`config.mk`:
```
export PLATFORM = sky130hd
export DESIGN_NAME = seq_mult_unit
export DESIGN_NICKNAME = d
export VERILOG_FILES = /design/src/rtl/seq_mult_unit.sv
export SDC_FILE = /design/constraint.sdc
export NUM_CORES = 1
export LEC_CHECK = 0
export BUFFER_PORTS_ARGS = -buffer_cell sky130_fd_sc_hd__buf_2
export CORE_ASPECT_RATIO = 1.2
export CORE_MARGIN = 1.5
export CORE_UTILIZATION = 55
export CTS_CLUSTER_DIAMETER = 200
export DETAILED_ROUTE_END_ITERATION = 8
export GPL_ROUTABILITY_DRIVEN = 1
export GPL_TIMING_DRIVEN = 0
export PLACE_DENSITY = 0.75
export SYNTH_ARGS = -nofsm -noshare
export SYNTH_HDL_FRONTEND = slang
export SYNTH_SLANG_ARGS = --single-unit
```
`constraint.sdc`:
```
create_clock -name clk -period 6.7 [get_ports clk]
set_input_delay 0.67 -clock clk [delete_from_list [all_inputs] [get_ports clk]]
set_output_delay 0.67 -clock clk [all_outputs]
set_load 0.02 [all_outputs]
```
`src/rtl/seq_mult_unit.sv`:
```
// rtl/seq_mult_unit.sv - multi-cycle shift-add multiplier with valid/ready handshakes (SEQ_MULT_SIGNED_EN selects signed operands)
module seq_mult_unit #(
    parameter int DATA_WIDTH_I = 32,
    parameter int DATA_WIDTH_O = 64
) (
    input  logic                    clk,
    input  logic                    rst,
    input  logic [DATA_WIDTH_I-1:0] a,
    input  logic [DATA_WIDTH_I-1:0] b,
    input  logic                    in_valid,
    output logic                    in_ready,
    output logic [DATA_WIDTH_O-1:0] res,
    output logic                    out_valid,
    input  logic                    out_ready
);

    localparam int CW = $clog2(DATA_WIDTH_I);
    localparam logic [CW-1:0] LAST_BIT = CW'(DATA_WIDTH_I - 1);

    if (DATA_WIDTH_O != 2 * DATA_WIDTH_I) begin : g_width_chk
        $error("seq_mult_unit: DATA_WIDTH_O must equal 2*DATA_WIDTH_I");
    end
    if (DATA_WIDTH_I < 2) begin : g_min_chk
        $error("seq_mult_unit: DATA_WIDTH_I must be >= 2");
    end

    typedef enum logic [1:0] {
        IDLE = 2'd0,
        BUSY = 2'd1,
        DONE = 2'd2
    } state_t;

    state_t                    state_q,     state_d;
    logic [CW-1:0]             cnt_q,       cnt_d;
    logic [DATA_WIDTH_I-1:0]   mcand_q,     mcand_d;
    logic [DATA_WIDTH_I-1:0]   mplier_q,    mplier_d;
    logic [DATA_WIDTH_O-1:0]   acc_q,       acc_d;
    logic [DATA_WIDTH_O-1:0]   res_q,       res_d;
    logic                      out_valid_q, out_valid_d;
    logic                      in_ready_q,  in_ready_d;

    logic [DATA_WIDTH_I-1:0]   op_a;
    logic [DATA_WIDTH_I-1:0]   op_b;
    logic [DATA_WIDTH_O-1:0]   addend;
    logic [DATA_WIDTH_O-1:0]   acc_sum;
    logic [DATA_WIDTH_O-1:0]   final_res;

`ifdef SEQ_MULT_SIGNED_EN
    logic sign_q, sign_d;

    // Magnitudes of the operands; the most-negative value maps to 2^(W-1) as unsigned
    always_comb begin
        op_a = a[DATA_WIDTH_I-1] ? (-a) : a;
        op_b = b[DATA_WIDTH_I-1] ? (-b) : b;
    end
`else
    // Unsigned build: operands pass straight through
    always_comb begin
        op_a = a;
        op_b = b;
    end
`endif

    // Partial product for the current multiplier bit and the running sum
    always_comb begin
        addend  = mplier_q[0] ? ({{DATA_WIDTH_I{1'b0}}, mcand_q} << cnt_q) : '0;
        acc_sum = acc_q + addend;
`ifdef SEQ_MULT_SIGNED_EN
        final_res = sign_q ? (-acc_sum) : acc_sum;
`else
        final_res = acc_sum;
`endif
    end

    // Next-state and datapath updates for the IDLE/BUSY/DONE sequence
    always_comb begin
        state_d     = state_q;
        cnt_d       = cnt_q;
        mcand_d     = mcand_q;
        mplier_d    = mplier_q;
        acc_d       = acc_q;
        res_d       = res_q;
        out_valid_d = out_valid_q;
`ifdef SEQ_MULT_SIGNED_EN
        sign_d      = sign_q;
`endif
        case (state_q)
            IDLE: begin
                if (in_valid && in_ready_q) begin
                    state_d  = BUSY;
                    mcand_d  = op_a;
                    mplier_d = op_b;
                    acc_d    = '0;
                    cnt_d    = '0;
`ifdef SEQ_MULT_SIGNED_EN
                    sign_d   = a[DATA_WIDTH_I-1] ^ b[DATA_WIDTH_I-1];
`endif
                end
            end
            BUSY: begin
                acc_d    = acc_sum;
                mplier_d = mplier_q >> 1;
                if (cnt_q == LAST_BIT) begin
                    state_d     = DONE;
                    res_d       = final_res;
                    out_valid_d = 1'b1;
                end else begin
                    cnt_d = cnt_q + 1'b1;
                end
            end
            DONE: begin
                if (out_ready) begin
                    state_d     = IDLE;
                    out_valid_d = 1'b0;
                end
            end
            default: begin
                state_d     = IDLE;
                out_valid_d = 1'b0;
            end
        endcase
        // in_ready is registered from the next state so it never sees in_valid
        in_ready_d = (state_d == IDLE);
    end

    // State register with synchronous active-low reset
    always_ff @(posedge clk) begin
        if (!rst) begin
            state_q     <= IDLE;
            cnt_q       <= '0;
            mcand_q     <= '0;
            mplier_q    <= '0;
            acc_q       <= '0;
            res_q       <= '0;
            out_valid_q <= 1'b0;
            in_ready_q  <= 1'b0;
`ifdef SEQ_MULT_SIGNED_EN
            sign_q      <= 1'b0;
`endif
        end else begin
            state_q     <= state_d;
            cnt_q       <= cnt_d;
            mcand_q     <= mcand_d;
            mplier_q    <= mplier_d;
            acc_q       <= acc_d;
            res_q       <= res_d;
            out_valid_q <= out_valid_d;
            in_ready_q  <= in_ready_d;
`ifdef SEQ_MULT_SIGNED_EN
            sign_q      <= sign_d;
`endif
        end
    end

    assign in_ready  = in_ready_q;
    assign out_valid = out_valid_q;
    assign res       = res_q;

endmodule

```
* Yosys cells after proc, flatten, opt, wreduce, memory -nomap -nowiden
Cells that the tools add are included.
** Word-level totals
- Bits in registers :: 201
- Output and inout port bits :: 66
- Logic and storage cells :: 43
** Cells by class
- Add/sub/neg operators :: 2
- Eq/ne operators :: 7
- Shifts and indexed selects :: 1
- Mux-type cells :: 15
- Bitwise gates (word level) :: 1
- Reduce and logical (&&, ||, !) cells :: 9
** Operators by type and width (number)
- 2-to-1 mux 64 bit :: 2
- one-hot mux 64 bit (2 select lines) :: 1
- adder 64 bit :: 1
- one-hot mux 32 bit (2 select lines) :: 1
- left shift 32 x 5 -> 64 bit :: 1
- 2-to-1 mux 32 bit :: 1
- 2-to-1 mux 5 bit :: 2
- one-hot mux 5 bit (2 select lines) :: 1
- != test 2 bit, second input constant :: 4
- 2-to-1 mux 2 bit :: 3
- one-hot mux 2 bit (3 select lines) :: 1
- AND reduction 2 bit :: 3
- AND reduction 3 bit :: 2
- adder 5 x 1 -> 5 bit, second input constant :: 1
- == test 5 bit, second input constant :: 1
- zero test 2 bit :: 2
- one-hot mux 1 bit (3 select lines) :: 1
- == test 2 x 1 -> 1 bit, second input constant :: 1
- == test 2 bit, second input constant :: 1
- 2-to-1 mux 1 bit :: 2
- nonzero test 2 bit :: 1
- logical AND 1 bit :: 1
- NOT 1 bit :: 1

* Longest topological paths before layout
- Word-level depth :: 4
- Depth in mapped cells :: 23
- Depth with buffers taken out :: 20

* Worst setup path before layout
No wires, ideal clock.
- Path kind :: register to register
- From :: register cnt_q[0]
- To :: register res_q[61] (netlist: res[61])
- Setup time :: 120 ps
- Data arrival time :: 4557 ps
- Setup slack :: 2023 ps
- Stages on the path, launching flop included :: 20
- Path buffers :: 3
- Path through :: dfxtp_1 clkbuf_1 buf_1 mux4_2 mux2i_1 mux2_2 mux2i_1 and2_1 ha_1 buf_4 nand2_1 or4_4 or3_1 a31oi_1 o31ai_2 o21ai_2 nand3_1 o211ai_1 nor3_1 a211o_1
** Between the ends
- Cells in the longest elaborated chain, start to end :: 3
** RTL lines
- start, declared :: line 34 : logic [CW-1:0] cnt_q, cnt_d;
- start signal, assigned :: line 142 : cnt_q <= cnt_d;
- left shift 32 x 5 -> 64 bit :: line 66 : addend = mplier_q[0] ? ({{DATA_WIDTH_I{1'b0}}, mcand_q} << cnt_q) : '0;
- 2-to-1 mux 64 bit :: line 66
- adder 64 bit :: line 67 : acc_sum = acc_q + addend;
- end signal, assigned :: line 146 : res_q <= res_d;
- end, declared :: line 38 : logic [DATA_WIDTH_O-1:0] res_q, res_d;
Several ways; a longest one is shown, not always the timed one.
A chain may end at the register's enable or synchronous reset.

* Final worst setup path
Same ends and word-level chain as after synthesis.

==> results.md <==
| Result | Reported |
|---|---|
| Result of the run | completed |
| Final routed DRC violation total | 0 |
| TritonCTS sink count | 201 |
| Most frequent cell on the critical path | clkbuf_1 |
| Largest stage delay on the critical path | 0.57 ns |
| Count of vias placed by the detailed router | 13.0k |
| Vertical extent of the die | 172 microns |
| Fmax achieved | 0.167 GHz |
| Master cell of the clock root buffer | clkbuf_16 |
| Via count of the first global-routing pass | 12.4k |
| Distinct cell type count after synthesis | 86 |
| Latest clock arrival within the worst-skew pair | 0.52 ns |
| Required time worst endpoint | 7.11 ns |
| Headroom to the max-slew limit | 0.179 |
| Post-synthesis net count | 1811 |
| Area after detailed placement | 14200 sq um |
| Minimum clock period | 6.00 ns |
| Worst hold path stage count | 3 |
| Number of antenna diodes | 0 |
| Clock edge transition at the registers on the reported setup and hold paths | 0.06 ns |
| Unrepaired setup endpoints after global routing | false |
| Area of all placed cells without fillers | 14900 sq um |
| Global-route wire length before repair | 66000 microns |
| Biggest area contributors in the synthesized netlist | dfxtp_1, nand2_1, ha_1 |
| Via-per-instance ratio | 6.03 |
| Slew at the pin closest to its max-slew limit | 1.23 ns |
| Largest delay share family, worst path | compound AO/OA/AOI/OAI gates |
| Share of the yosys chip area belonging to registers | 0.306 |
| Top FF cell, synth | dfxtp_1 |
| Routed wirelength normalized by instance count | 20.0 microns |
| Setup slack after layout | 0.697 ns |
| Number of cells upsized or downsized after cts | 0 |
| Number of violations of the max-capacitance limit | 0 |
| Most area-hungry cell type in the Yosys netlist | dfxtp_1 |
| Cell with the largest stage delay on the worst path | or4_4 |
| Number of design-rule violations left by the first detailed-router iteration | 987 |
| Crit-path cells | clkbuf_1, clkbuf_1, clkbuf_1, nand2_1, o21ai_0, nor2_1, a21oi_1, mux2_2, mux2i_1, and2_1, ha_1, nand2_1, or4_4, or3_1, a31oi_1, o31ai_2, o21ai_2, nand3_1, o211ai_1, nor3_1, a211o_1 |
| Starting utilization of the core area | 0.563 |
| Netlist Area Pre-Place | 13100 sq um |
| Final hold violations | 0 |
| Sum of internal, switching and leakage power | 2.81 mW |
| Signed area change from the synthesized netlist to the final layout | 13.6% |
| Critical Setup Path Class | reg2reg |
| Width of the die | 144 microns |
| Crit path capture type | register |
| CP arrival | 6.41 ns |
| Filler instances | 2170 |
| Crit-path max FO | 10 |
| Detailed-router iteration count before antenna repair | 5 |
| Area of the core | 23400 sq um |
| Antenna viol nets, final | 0 |
| Number of buffer and inverter instances along the worst setup path | 3 |
| Sequential cell area | 4020 sq um |
| Nets@finish | 1969 |
| Std-Cell Rows | 61 |
| Number of cells on the worst reg-to-reg path | 21 |
| Static leakage power | 5.97 nW |
| Count of flip-flops with a built-in enable after synthesis | 0 |
| Area of the die | 24800 sq um |
| Max-slew violation count | 0 |
| Critical Path Stages | 21 |
| Element type at the critical path start | register |
| Worst slack at placement | 0.890 ns |
| Async S/R FF share, synth | 0 |
| Maximum vdd drop | 0.191 mV |
| Placed wire-length estimate after detailed placement | 33600 microns |
| Power Dens Cells | 188 nW/um^2 |
| Total of flip-flops plus latches after synthesis | 201 |
| Number of post-CTS setup repair buffers | 0 |
| CTS tree | done |
| Final setup violation count | 0 |
| Initial antenna violation count | 1 |
| Number of port buffers | 133 |
| Largest buffer count on any clock path | 3 |
| CTS Buf Count | 23 |
| Share of the synthesized area in the top cell type | 0.306 |
| Worst slack on hold paths | 0.386 ns |
| Number of warnings issued by yosys | 0 |
| Combined area of the multi-input logic cells | 8430 sq um |
| Gr usage total | 0.346 |
| Largest net degree at the start of global routing | 13 |
| Total wire length after detailed routing | 43200 microns |
| GRT overflow | 0 |
| Crit share post-route | 0.896 |
| H-tree Lvls | 1 |
| Worst Clk Skew | 0.0204 ns |
| Ports placed on the boundary | 134 |
| Worst min path class | in2reg |
| Syn Area/Cell | 7.84 sq um |
| Number of hold buffers added after CTS | 0 |
| GPL Wtd Cong | 1.02 |
| Layout cells sized above 1 | 0.140 |
| Post-synthesis cell count | 1677 |
| TNS Setup | 0 ns |
[per-layer routing]
layer,GRT usage,part of all wire,vias up
met3,0.0526,0.064,113
li1,-,-,6322
met2,0.621,0.49,516
met1,0.405,0.40,6096
met4,0.147,0.044,0
met5,0,0,-
[cell families after synthesis]
logic type / synth area share
compound gates: 0.237
mux: 0.0821
buf+inv: 0.0524
simple gates: 0.217
xor+xnor: 0.0419
fa+ha+maj: 0.0634
flops: 0.306
[stage by stage]
step / std cells / utilization
finish: 2163 / 0.640
global route: 2163 / 0.640
CTS: 2163 / 0.640
detailed placement: 2125 / 0.608
global placement: 2125 / 0.608
floorplan: 1677 / -
[worst min-delay path: cells and delay by family]
family / cells / cell delay [ns]
and+or+nand+nor: 1 / 0.04
AOI/OAI and AO/OA: 1 / 0.05
buffers and inverters: 1 / 0.09
[cells in the mapped netlist, drive strengths merged (8+ instances only)]
| library cell | number |
|---|---|
| and2 | 21 |
| a21o | 31 |
| nor3 | 25 |
| xor2 | 25 |
| a31oi | 13 |
| ha | 65 |
| nor2b | 10 |
| a22o | 13 |
| o21ai | 75 |
| mux2 | 15 |
| mux4 | 24 |
| buf | 28 |
| a311oi | 33 |
| nor2 | 157 |
| o21bai | 13 |
| xnor2 | 37 |
| nand3 | 35 |
| dfxtp | 201 |
| a21oi | 164 |
| inv | 18 |
| nand2 | 345 |
| a211oi | 12 |
| o21a | 15 |
| o22ai | 18 |
| or3 | 8 |
| mux2i | 37 |
| clkbuf | 92 |
| a22oi | 29 |
| nand4 | 23 |
[sequential cells by signal, summed over array words and instances (netlist names)]
signal / count
res: 64
mcand_q: 32
out_valid: 1
mplier_q: 32
state_q: 2
in_ready: 1
acc_q: 64
cnt_q: 5
[path summary, 6_finish.rpt]
kind         slack, ns          end     start
max reg2reg       0.70      res[61]  cnt_q[0]
max               0.70      res[61]  cnt_q[0]
min               0.39  mcand_q[26]     a[26]
min reg2reg       0.45      res[56]   res[56]
[cell type report]
cell class / instances / area share
inverter: 18 / 0.00452
timing repair buffer: 133 / 0.0446
clock inverter: 9 / 0.00637
clock buffer: 29 / 0.0427
buffer: 123 / 0.0416
sequential: 201 / 0.269
tap: 315 / 0.0264
multi-input combinational: 1335 / 0.564
[cell usage in the layout (no fill, tap or decap), types with 8 or more instances in the layout]
cell and count:
nand3_1 35, mux2_2 15, a21o_1 29, o21ai_1 9, mux2i_1 37, nand2_1 345, buf_2 136, a22oi_1 29
clkbuf_1 87, clkbuf_8 10, inv_1 18, ha_1 65, nor3_1 24, o21a_1 15, nor2_1 157, dfxtp_1 201
a31oi_1 13, clkbuf_16 23, a21oi_1 160, nor2b_1 10, xor2_1 25, o22ai_1 18, a311oi_1 33, xnor2_1 36
or3_1 8, o21bai_1 13, o21ai_0 63, a22o_1 13, and2_1 21, a211oi_1 12, mux4_2 24, nand4_1 22
buf_1 19
[power by group]
| part | internal, mW | switching [mW] |
|---|---|---|
| sequential | 1.23 | 0.0257 |
| combinational | 0.103 | 0.204 |
| clock | 0.743 | 0.509 |
| total | 2.08 | 0.739 |
Power figures use the tool's default switching activity.
